==> src/rtl/tmds_channel_decoder.sv <==
// tmds_channel_decoder
//   Receive side of one TMDS channel. Raw 10-bit words from the deserializer
//   arrive with an unknown bit phase. The decoder hunts for the word boundary
//   by looking for runs of control tokens. Once locked, it turns each word back
//   into 8-bit video data or a 2-bit control code, plus a data-enable flag.
//
//   Optional feature (compile-time macro TMDS_RX_ERRCNT_EN):
//     defined   -> err_count counts LOCKED->SEARCH transitions and saturates
//                  at 0xFFFF. Only rst clears it.
//     undefined -> err_count is tied to 0.
//
//   Parameters
//     LOCK_TOKENS  consecutive tokens at the current offset needed to lock
//     SLIP_WORDS   valid words without a qualifying token run before a slip
//                  (SEARCH) or a loss of lock (LOCKED); must exceed a line
//
//   Ports
//     clk          pixel clock, rising edge
//     rst          asynchronous active-high reset
//     din[9:0]     raw deserialized word, bit 0 earliest in time
//     din_valid    din carries a new word this cycle
//     vd[7:0]      decoded video data
//     cd[1:0]      decoded control code {C1,C0}
//     vde          1 = data period, 0 = control period
//     dout_valid   vd/cd/vde updated this cycle
//     locked       word alignment established
//     align_offset current bit offset 0..9
//     err_count    lock-loss counter
module tmds_channel_decoder #(
  parameter int LOCK_TOKENS = 8,
  parameter int SLIP_WORDS  = 1024
) (
  input  logic        clk,
  input  logic        rst,
  input  logic [9:0]  din,
  input  logic        din_valid,
  output logic [7:0]  vd,
  output logic [1:0]  cd,
  output logic        vde,
  output logic        dout_valid,
  output logic        locked,
  output logic [3:0]  align_offset,
  output logic [15:0] err_count
);

  localparam int TOK_W  = $clog2(LOCK_TOKENS + 1);
  localparam int MISS_W = $clog2(SLIP_WORDS);

  typedef enum logic {
    SEARCH = 1'b0,
    LOCKED = 1'b1
  } state_t;

  state_t              state, state_nxt;
  logic [TOK_W-1:0]    tok_cnt, tok_nxt;
  logic [MISS_W-1:0]   miss_cnt, miss_nxt;
  logic [3:0]          offset, offset_nxt;

  logic [9:0]          cur_p0, prev_p0;
  logic [9:0]          q_p1;
  logic [7:0]          vd_p2, vd_nxt;
  logic [1:0]          cd_p2, cd_nxt;
  logic                vde_p2, vde_nxt;
  logic                vld_p2;

  logic                tok_hit, run_done, at_limit;

  function automatic logic is_token(input logic [9:0] q);
    logic hit;
    case (q)
      10'b1101010100,
      10'b0010101011,
      10'b0101010100,
      10'b1010101011: hit = 1'b1;
      default:        hit = 1'b0;
    endcase
    return hit;
  endfunction

  function automatic logic [1:0] token_cd(input logic [9:0] q);
    logic [1:0] c;
    case (q)
      10'b0010101011: c = 2'b01;
      10'b0101010100: c = 2'b10;
      10'b1010101011: c = 2'b11;
      default:        c = 2'b00;
    endcase
    return c;
  endfunction

  // Undo the optional inversion, then undo the XOR/XNOR transition chain
  // (q[8]=1 marks the XOR branch).
  function automatic logic [7:0] decode_data(input logic [9:0] q);
    logic [7:0] t;
    logic [7:0] v;
    t    = q[9] ? ~q[7:0] : q[7:0];
    v[0] = t[0];
    for (int i = 1; i < 8; i++) begin
      v[i] = q[8] ? (t[i] ^ t[i-1]) : ~(t[i] ^ t[i-1]);
    end
    return v;
  endfunction

  // w[19:10] is the newer word, so bit 0 of the window is earliest in time.
  function automatic logic [9:0] extract(input logic [19:0] w, input logic [3:0] k);
    logic [19:0] s;
    s = w >> k;
    return s[9:0];
  endfunction

  function automatic logic [3:0] next_offset(input logic [3:0] k);
    return (k == 4'd9) ? 4'd0 : k + 4'd1;
  endfunction

  always_comb begin
    state_nxt  = state;
    tok_nxt    = tok_cnt;
    miss_nxt   = miss_cnt;
    offset_nxt = offset;
    vd_nxt     = vd_p2;
    cd_nxt     = cd_p2;
    vde_nxt    = vde_p2;
    tok_hit    = is_token(q_p1);
    run_done   = 1'b0;
    at_limit   = (miss_cnt == MISS_W'(SLIP_WORDS - 1));
    if (din_valid) begin
      if (!tok_hit) begin
        tok_nxt = '0;
      end else if (tok_cnt != TOK_W'(LOCK_TOKENS)) begin
        tok_nxt = tok_cnt + TOK_W'(1);
      end
      run_done = tok_hit && (tok_nxt == TOK_W'(LOCK_TOKENS));

      // Lock/refresh is checked first so it wins over slip or loss.
      case (state)
        SEARCH: begin
          if (run_done) begin
            state_nxt = LOCKED;
            miss_nxt  = '0;
          end else if (at_limit) begin
            offset_nxt = next_offset(offset);
            tok_nxt    = '0;
            miss_nxt   = '0;
          end else begin
            miss_nxt = miss_cnt + MISS_W'(1);
          end
        end
        LOCKED: begin
          if (run_done) begin
            miss_nxt = '0;
          end else if (at_limit) begin
            state_nxt = SEARCH;
            tok_nxt   = '0;
            miss_nxt  = '0;
          end else begin
            miss_nxt = miss_cnt + MISS_W'(1);
          end
        end
        default: state_nxt = SEARCH;
      endcase

      // The output follows the state being entered, so locked and the
      // decoded word that completes the lock appear on the same edge.
      if (state_nxt == LOCKED) begin
        if (tok_hit) begin
          vde_nxt = 1'b0;
          cd_nxt  = token_cd(q_p1);
        end else begin
          vde_nxt = 1'b1;
          vd_nxt  = decode_data(q_p1);
        end
      end else begin
        vd_nxt  = '0;
        cd_nxt  = '0;
        vde_nxt = 1'b0;
      end
    end
  end

  always_ff @(posedge clk or posedge rst) begin
    if (rst) begin
      state    <= SEARCH;
      tok_cnt  <= '0;
      miss_cnt <= '0;
      offset   <= '0;
    end else begin
      state    <= state_nxt;
      tok_cnt  <= tok_nxt;
      miss_cnt <= miss_nxt;
      offset   <= offset_nxt;
    end
  end

  always_ff @(posedge clk or posedge rst) begin
    if (rst) begin
      cur_p0  <= '0;
      prev_p0 <= '0;
      q_p1    <= '0;
      vd_p2   <= '0;
      cd_p2   <= '0;
      vde_p2  <= 1'b0;
      vld_p2  <= 1'b0;
    end else begin
      // stage p0: capture the two-word window
      if (din_valid) begin
        cur_p0  <= din;
        prev_p0 <= cur_p0;
      end
      // stage p1: extract the aligned word at the current offset
      if (din_valid) begin
        q_p1 <= extract({cur_p0, prev_p0}, offset);
      end
      // stage p2: decoded outputs
      vd_p2  <= vd_nxt;
      cd_p2  <= cd_nxt;
      vde_p2 <= vde_nxt;
      vld_p2 <= din_valid;
    end
  end

`ifdef TMDS_RX_ERRCNT_EN
  logic [15:0] err_q;
  logic        lost;

  function automatic logic [15:0] sat_inc16(input logic [15:0] v);
    return (v == 16'hFFFF) ? v : v + 16'd1;
  endfunction

  assign lost = (state == LOCKED) && (state_nxt == SEARCH);

  always_ff @(posedge clk or posedge rst) begin
    if (rst) begin
      err_q <= '0;
    end else if (lost) begin
      err_q <= sat_inc16(err_q);
    end
  end

  assign err_count = err_q;
`else
  assign err_count = 16'd0;
`endif

  assign vd           = vd_p2;
  assign cd           = cd_p2;
  assign vde          = vde_p2;
  assign dout_valid   = vld_p2;
  assign locked       = (state == LOCKED);
  assign align_offset = offset;

endmodule

==> config.mk <==
export PLATFORM = sky130hd
export DESIGN_NAME = tmds_channel_decoder
export DESIGN_NICKNAME = d
export VERILOG_FILES = /design/src/rtl/tmds_channel_decoder.sv
export SDC_FILE = /design/constraint.sdc
export NUM_CORES = 1
export LEC_CHECK = 0
export BUFFER_PORTS_ARGS = -buffer_cell sky130_fd_sc_hd__buf_2
export CAP_MARGIN = 30
export CORE_MARGIN = 5
export CORE_UTILIZATION = 51
export DETAILED_ROUTE_END_ITERATION = 10
export GPL_ROUTABILITY_DRIVEN = 0
export GPL_TIMING_DRIVEN = 0
export PLACE_DENSITY = 0.75
export SLEW_MARGIN = 10
export SYNTH_ARGS = -nofsm -noshare
export SYNTH_HDL_FRONTEND = slang
export SYNTH_SLANG_ARGS = --single-unit
==> constraint.sdc <==
create_clock -name clk -period 3.1 [get_ports clk]
set_clock_uncertainty 0.15 [all_clocks]
set_input_delay 0.31 -clock clk [delete_from_list [all_inputs] [get_ports clk]]
set_output_delay 0.31 -clock clk [all_outputs]
set_load 0.005 [all_outputs]
Word level (Yosys, flattened, before mapping)
Cells that the tools add are included. W data, S select, Z words.

Register bits: 61. Logic and storage cells: 76.

Equality and inequality tests: 10. Shifts and indexed selects: 1. Add/subtract/negate cells: 3. Muxes and demuxes: 29. Reduce and logical (&&, ||, !) cells: 5. Bitwise operators: 17.

Operators by type and width (count): $eq A10 B10 Y1 const B (3); $mux W4 (6); $mux W8 (3); $mux W10 (2); $shr A20 B4 Y10 (1); $mux W1 (14); $add A10 B1 Y10 const B (1); $eq A10 B8 Y1 const B (1); $eq A10 B9 Y1 const B (1); $not A1 Y1 (9); $add A4 B1 Y4 const B (2); $eq A4 B4 Y1 const B (2); $not A8 Y8 (1); $xor A1 B1 Y1 (7); $pmux W2 S3 (1); $mux W2 (2); $ne A2 B2 Y1 const B (2); $ne A4 B4 Y1 const B (1); $reduce_and A2 Y1 (2); $reduce_and A4 Y1 (1); $reduce_or A4 Y1 (1); $pmux W1 S2 (1); $logic_and A1 B1 Y1 (1).

Logic depth before layout (Yosys ltp)
Word-level depth: 12. Gate-level depth with buffers: 8. Gate-level depth less buffers: 7.

Worst setup path after synthesis
No wires, ideal clock.

Path kind: register -> register. From: register tok_cnt[0]. To: register miss_cnt[0]. Cell stages (with the launch flop): 9. Path buffers: 1. Data required time: 2.825 ns. Setup slack: 0.849 ns. Arrival time: 1.976 ns. Cells stage by stage: dfrtp_1 inv_1 ha_1 a211o_1 a221oi_1 o211a_1 buf_6 nor3_1 mux2_2.

Longest elaborated chain between the ends: 7. Elaborated cells on any way between the ends: 8.

RTL lines: start: declaration (RTL line 55) `logic [TOK_W-1:0] tok_cnt, tok_nxt;`; start signal: assignment (RTL line 188) `tok_cnt <= tok_nxt;`; $add A4 B1 Y4 / $ne A4 B4 Y1 (equally long branches) (RTL line 130, 129); $mux W4 (*) (RTL line 129) `end else if (tok_cnt != TOK_W'(LOCK_TOKENS)) begin`; $mux W4 (*) (RTL line 127) `if (!tok_hit) begin`; $mux W4 (*) (RTL line 126) `if (din_valid) begin`; $eq A4 B4 Y1 (*) (RTL line 132) `run_done = tok_hit && (tok_nxt == TOK_W'(LOCK_TOKENS));`; $logic_and A1 B1 Y1 (*) (RTL line 132); $mux W10 (*) (RTL line 137, 149); end signal: assignment (RTL line 189) `miss_cnt <= miss_nxt;`; end: declaration (RTL line 56) `logic [MISS_W-1:0] miss_cnt, miss_nxt;`.

Mark *: on every way between the ends. The rest lies on a longest branch, timed or not. The select of a mux whose other input is x is not followed. A chain may end at the register's enable or synchronous reset.

Final worst setup path
Ends and elaborated chain as after synthesis.

==> impl_results.md <==
* Status: finished, final reports clean
* Clock Sink Count at between 60 and 70
* Comb power frac at 23.1%
* Slew HR at around half
* Area delta synth->final at 14.1%
* Post-synthesis instance total at 323
* Post-route setup TNS at 0 ps
* N_diodes at 0
* Non-filler cells, final at 484
* # Post-CTS Setup Buffers at 0
* CTS tree: yes
* Root buffer cell: clkbuf_8
* Setup crit start: tok_cnt[0]$_DFFE_PP0P_
* Post-DR wirelength/cell at 16.3 um
* Fin. Hold Viols at 0
* Hold Path Origin: din[0]
* Largest net degree at the start of global routing at a little over 60
* Required @ worst endpoint at 3180 ps
* FF+latch count, synth at 61
* Worst-Margin Slew at 755 ps
* DIE HEIGHT at 96.7 um
* Pins Over Slew Limit at 0
* Psw at 696 uW
* Type of the worst min-delay path: in -> reg
* Commonest non-fill, non-tap cells in the layout: dfrtp_1 (61), buf_2 (31), mux2_2 (29)
* I/O Buffers at 29
* Leak pwr at ~0.0020 uW
* Sw frac at 29.9%
* Sequential share of power at 46.9%
* Max Fclk at 387 MHz
* Clk_lat worst skew at 350 ps
* Maxcap violations at 0
* Final Critical Period at 2580 ps
* Cell Pwr Density at approximately 530 mW/mm^2
* Avg Cell Area, Syn at 11.9 um^2
* Primary FF master, synth: dfrtp_1
* Max Fanout on Critical Path at 10
* RR Startpoint: tok_cnt[0]$_DFFE_PP0P_
* Die Width at approximately 97 um
* Nets@finish at ~400
* GRT overflow at 0
* CTS HTree Levels at 3
* Final ANT Viol Nets at 0
* TritonCTS Buffers at 9
* Routed WL at 7870 um
* Reg2reg end: miss_cnt[0]$_DFFE_PP0P_
* Clock power share at 30.0%
* Layout cells sized above 1 at 31.4%
* Post-DP Area at 0.00416 mm^2
* Synth Cell Area at 0.00384 mm^2
* Sequential share of the synthesized area at 39.8%
* GRT Util Overall at between 10% and 20%
* First-pass GRT wire length at 13400 um
* Placed insts at between 400 and 500
* Clock transition at path regs at 70 ps
* Register area at 0.00153 mm^2
* Post-Place Setup Slack at approximately 560 ps
* Site Rows at 31
* DR vias/cell at 5.72
* Startpoint types: register
* Initial Utilization at 52.6%
* Post-DP HPWL at between 5000 and 6000 um
* Critical path endpoint category: register
* Period utilization at 83.3%
* Critical Setup Path Class: reg -> reg
* 1st-pass router iterations at 4
* Commonest non-fill, non-tap cell in the layout: dfrtp_1
* Initial antenna violation count at 0
* Footprint of the multi-input gates at 0.00202 mm^2
* CTS max path bufs at 2
* R2r worst-path depth at 8
* Final setup margin at 518 ps
* Die area at 0.00936 mm^2
* Worst setup path endpoint: miss_cnt[0]$_DFFE_PP0P_
* # setup viols final at 0
* Synth unique cells at just over 60
* Hold WS at 42.6 ps
* Internal reg-to-reg setup slack at 520 ps
* Drt drc at 0
* Share of flip-flops with an asynchronous set or reset at 100%
* Power Internal at 1630 uW
* Worst path arrival time at 2660 ps
* RSZ-0062 raised after global routing: no
* Fillers at 629
* Post-Layout Inst Area at between 0.004 and 0.005 mm^2
* Iter 0 DRT Violations at 195
* Boundary Pins at 46
* Max VDD drop at 0.225 mV
* Vias in the first global route at 2654
* Yosys Warn Count at 0
* Number of flops mapped to enable cells by yosys at 0
* Core footprint at roughly 0.0073 mm^2
* Vias post-DR at 2768
## worst max-delay path, stage by stage, from the launching register on
cell      delay [ps]
dfrtp_1          390
inv_1            100
ha_1             240
a211o_1          310
a221oi_1         480
o211a_1          310
buf_6            160
nor3_1            50
mux2_2           270
## power by group through the flow
stage	logic, uW	registers, uW	clock network, uW
2_1_floorplan	424	1060	0
3_3_place_gp	518	1090	0
3_5_place_dp	533	1100	0
4_1_cts	541	1090	717
5_1_grt	594	1120	752
6_report	537	1090	698
## cells in the mapped netlist, types with 3 or more instances
| cell | n | area (um^2) |
|---|---|---|
| nor2_1 | 12 | 45.0 |
| and2_1 | 3 | 18.8 |
| and3_1 | 3 | 18.8 |
| nor3_1 | 5 | 25.0 |
| clkbuf_8 | 3 | 41.3 |
| mux2i_1 | 15 | 150 |
| mux4_1 | 11 | 289 |
| mux4_2 | 5 | 113 |
| buf_4 | 17 | 128 |
| o31ai_1 | 3 | 22.5 |
| xnor2_1 | 10 | 87.6 |
| a211oi_1 | 6 | 45.0 |
| clkbuf_1 | 6 | 22.5 |
| a22o_1 | 13 | 114 |
| inv_1 | 7 | 26.3 |
| dfrtp_1 | 61 | 1530 |
| a21o_1 | 5 | 37.5 |
| buf_6 | 8 | 90.1 |
| nand4_1 | 3 | 18.8 |
| nor2b_1 | 4 | 25.0 |
| mux2_2 | 29 | 327 |
| a21oi_1 | 11 | 55.1 |
| xor2_1 | 5 | 43.8 |
| ha_1 | 3 | 37.5 |
| nand3_1 | 6 | 30.0 |
| nand2_1 | 12 | 45.0 |
| o21ai_0 | 13 | 65.1 |
## timing repair
action / in CTS / in global routing
hold buffers: 2 / 0
endpoints found under the hold margin: 62 / 0
resized for setup: 0 / 0
## per-layer routing
| metal | track usage [%] | vias to the layer above | routed length, um |
|---|---|---|---|
| li1 | - | 1305 | - |
| met1 | 23.5 | 1364 | 3560 |
| met2 | 26.8 | 89 | 3710 |
| met3 | 4.03 | 10 | 476 |
| met4 | 7.99 | 0 | 125 |
| met5 | 0 | - | 0 |
## final cells by class
class,instances,share of cell area [%]
clock inverter,5,1.14
inverter,8,0.743
buffer,38,7.21
clock buffer,11,3.23
timing repair buffer,31,3.77
sequential,61,34.9
tap,99,2.83
multi-input combinational,231,46.2
## sequential cells by signal, summed over array words and instances (netlist names)
signal	cells
align_offset	4
cd	2
cur_p0	10
dout_valid	1
locked	1
miss_cnt	10
prev_p0	10
q_p1	10
tok_cnt	4
vd	8
vde	1
## stage by stage
stage | util, % | total power, uW
CTS | 60.0 | 2350
floorplan | - | 1490
detailed placement | 57.1 | 1640
global route | 60.0 | 2460
finish | 60.0 | 2330
global placement | 57.1 | 1610
## cell families after synthesis
| family | share of synthesized area (%) |
|---|---|
| and+or+nand+nor | 11.3 |
| buffers and inverters | 9.00 |
| muxes | 22.9 |
| AOI/OAI and AO/OA | 12.5 |
| other | 0.0978 |
| xor gates and xnor gates | 3.42 |
| adders and majority gates | 0.979 |
| DFF | 39.8 |
## how the worst min path moves through the flow
stage,to,slack [ps],depth (start not counted)
4_1_cts,cur_p0[7]$_DFFE_PP0P_,30,2
5_1_grt,cur_p0[4]$_DFFE_PP0P_,40,2
3_3_place_gp,dout_valid$_DFF_PP0_,290,1
3_5_place_dp,dout_valid$_DFF_PP0_,290,1
6_report,cur_p0[0]$_DFFE_PP0P_,40,2
2_1_floorplan,dout_valid$_DFF_PP0_,190,0
(Power assumes the default switching activity.)
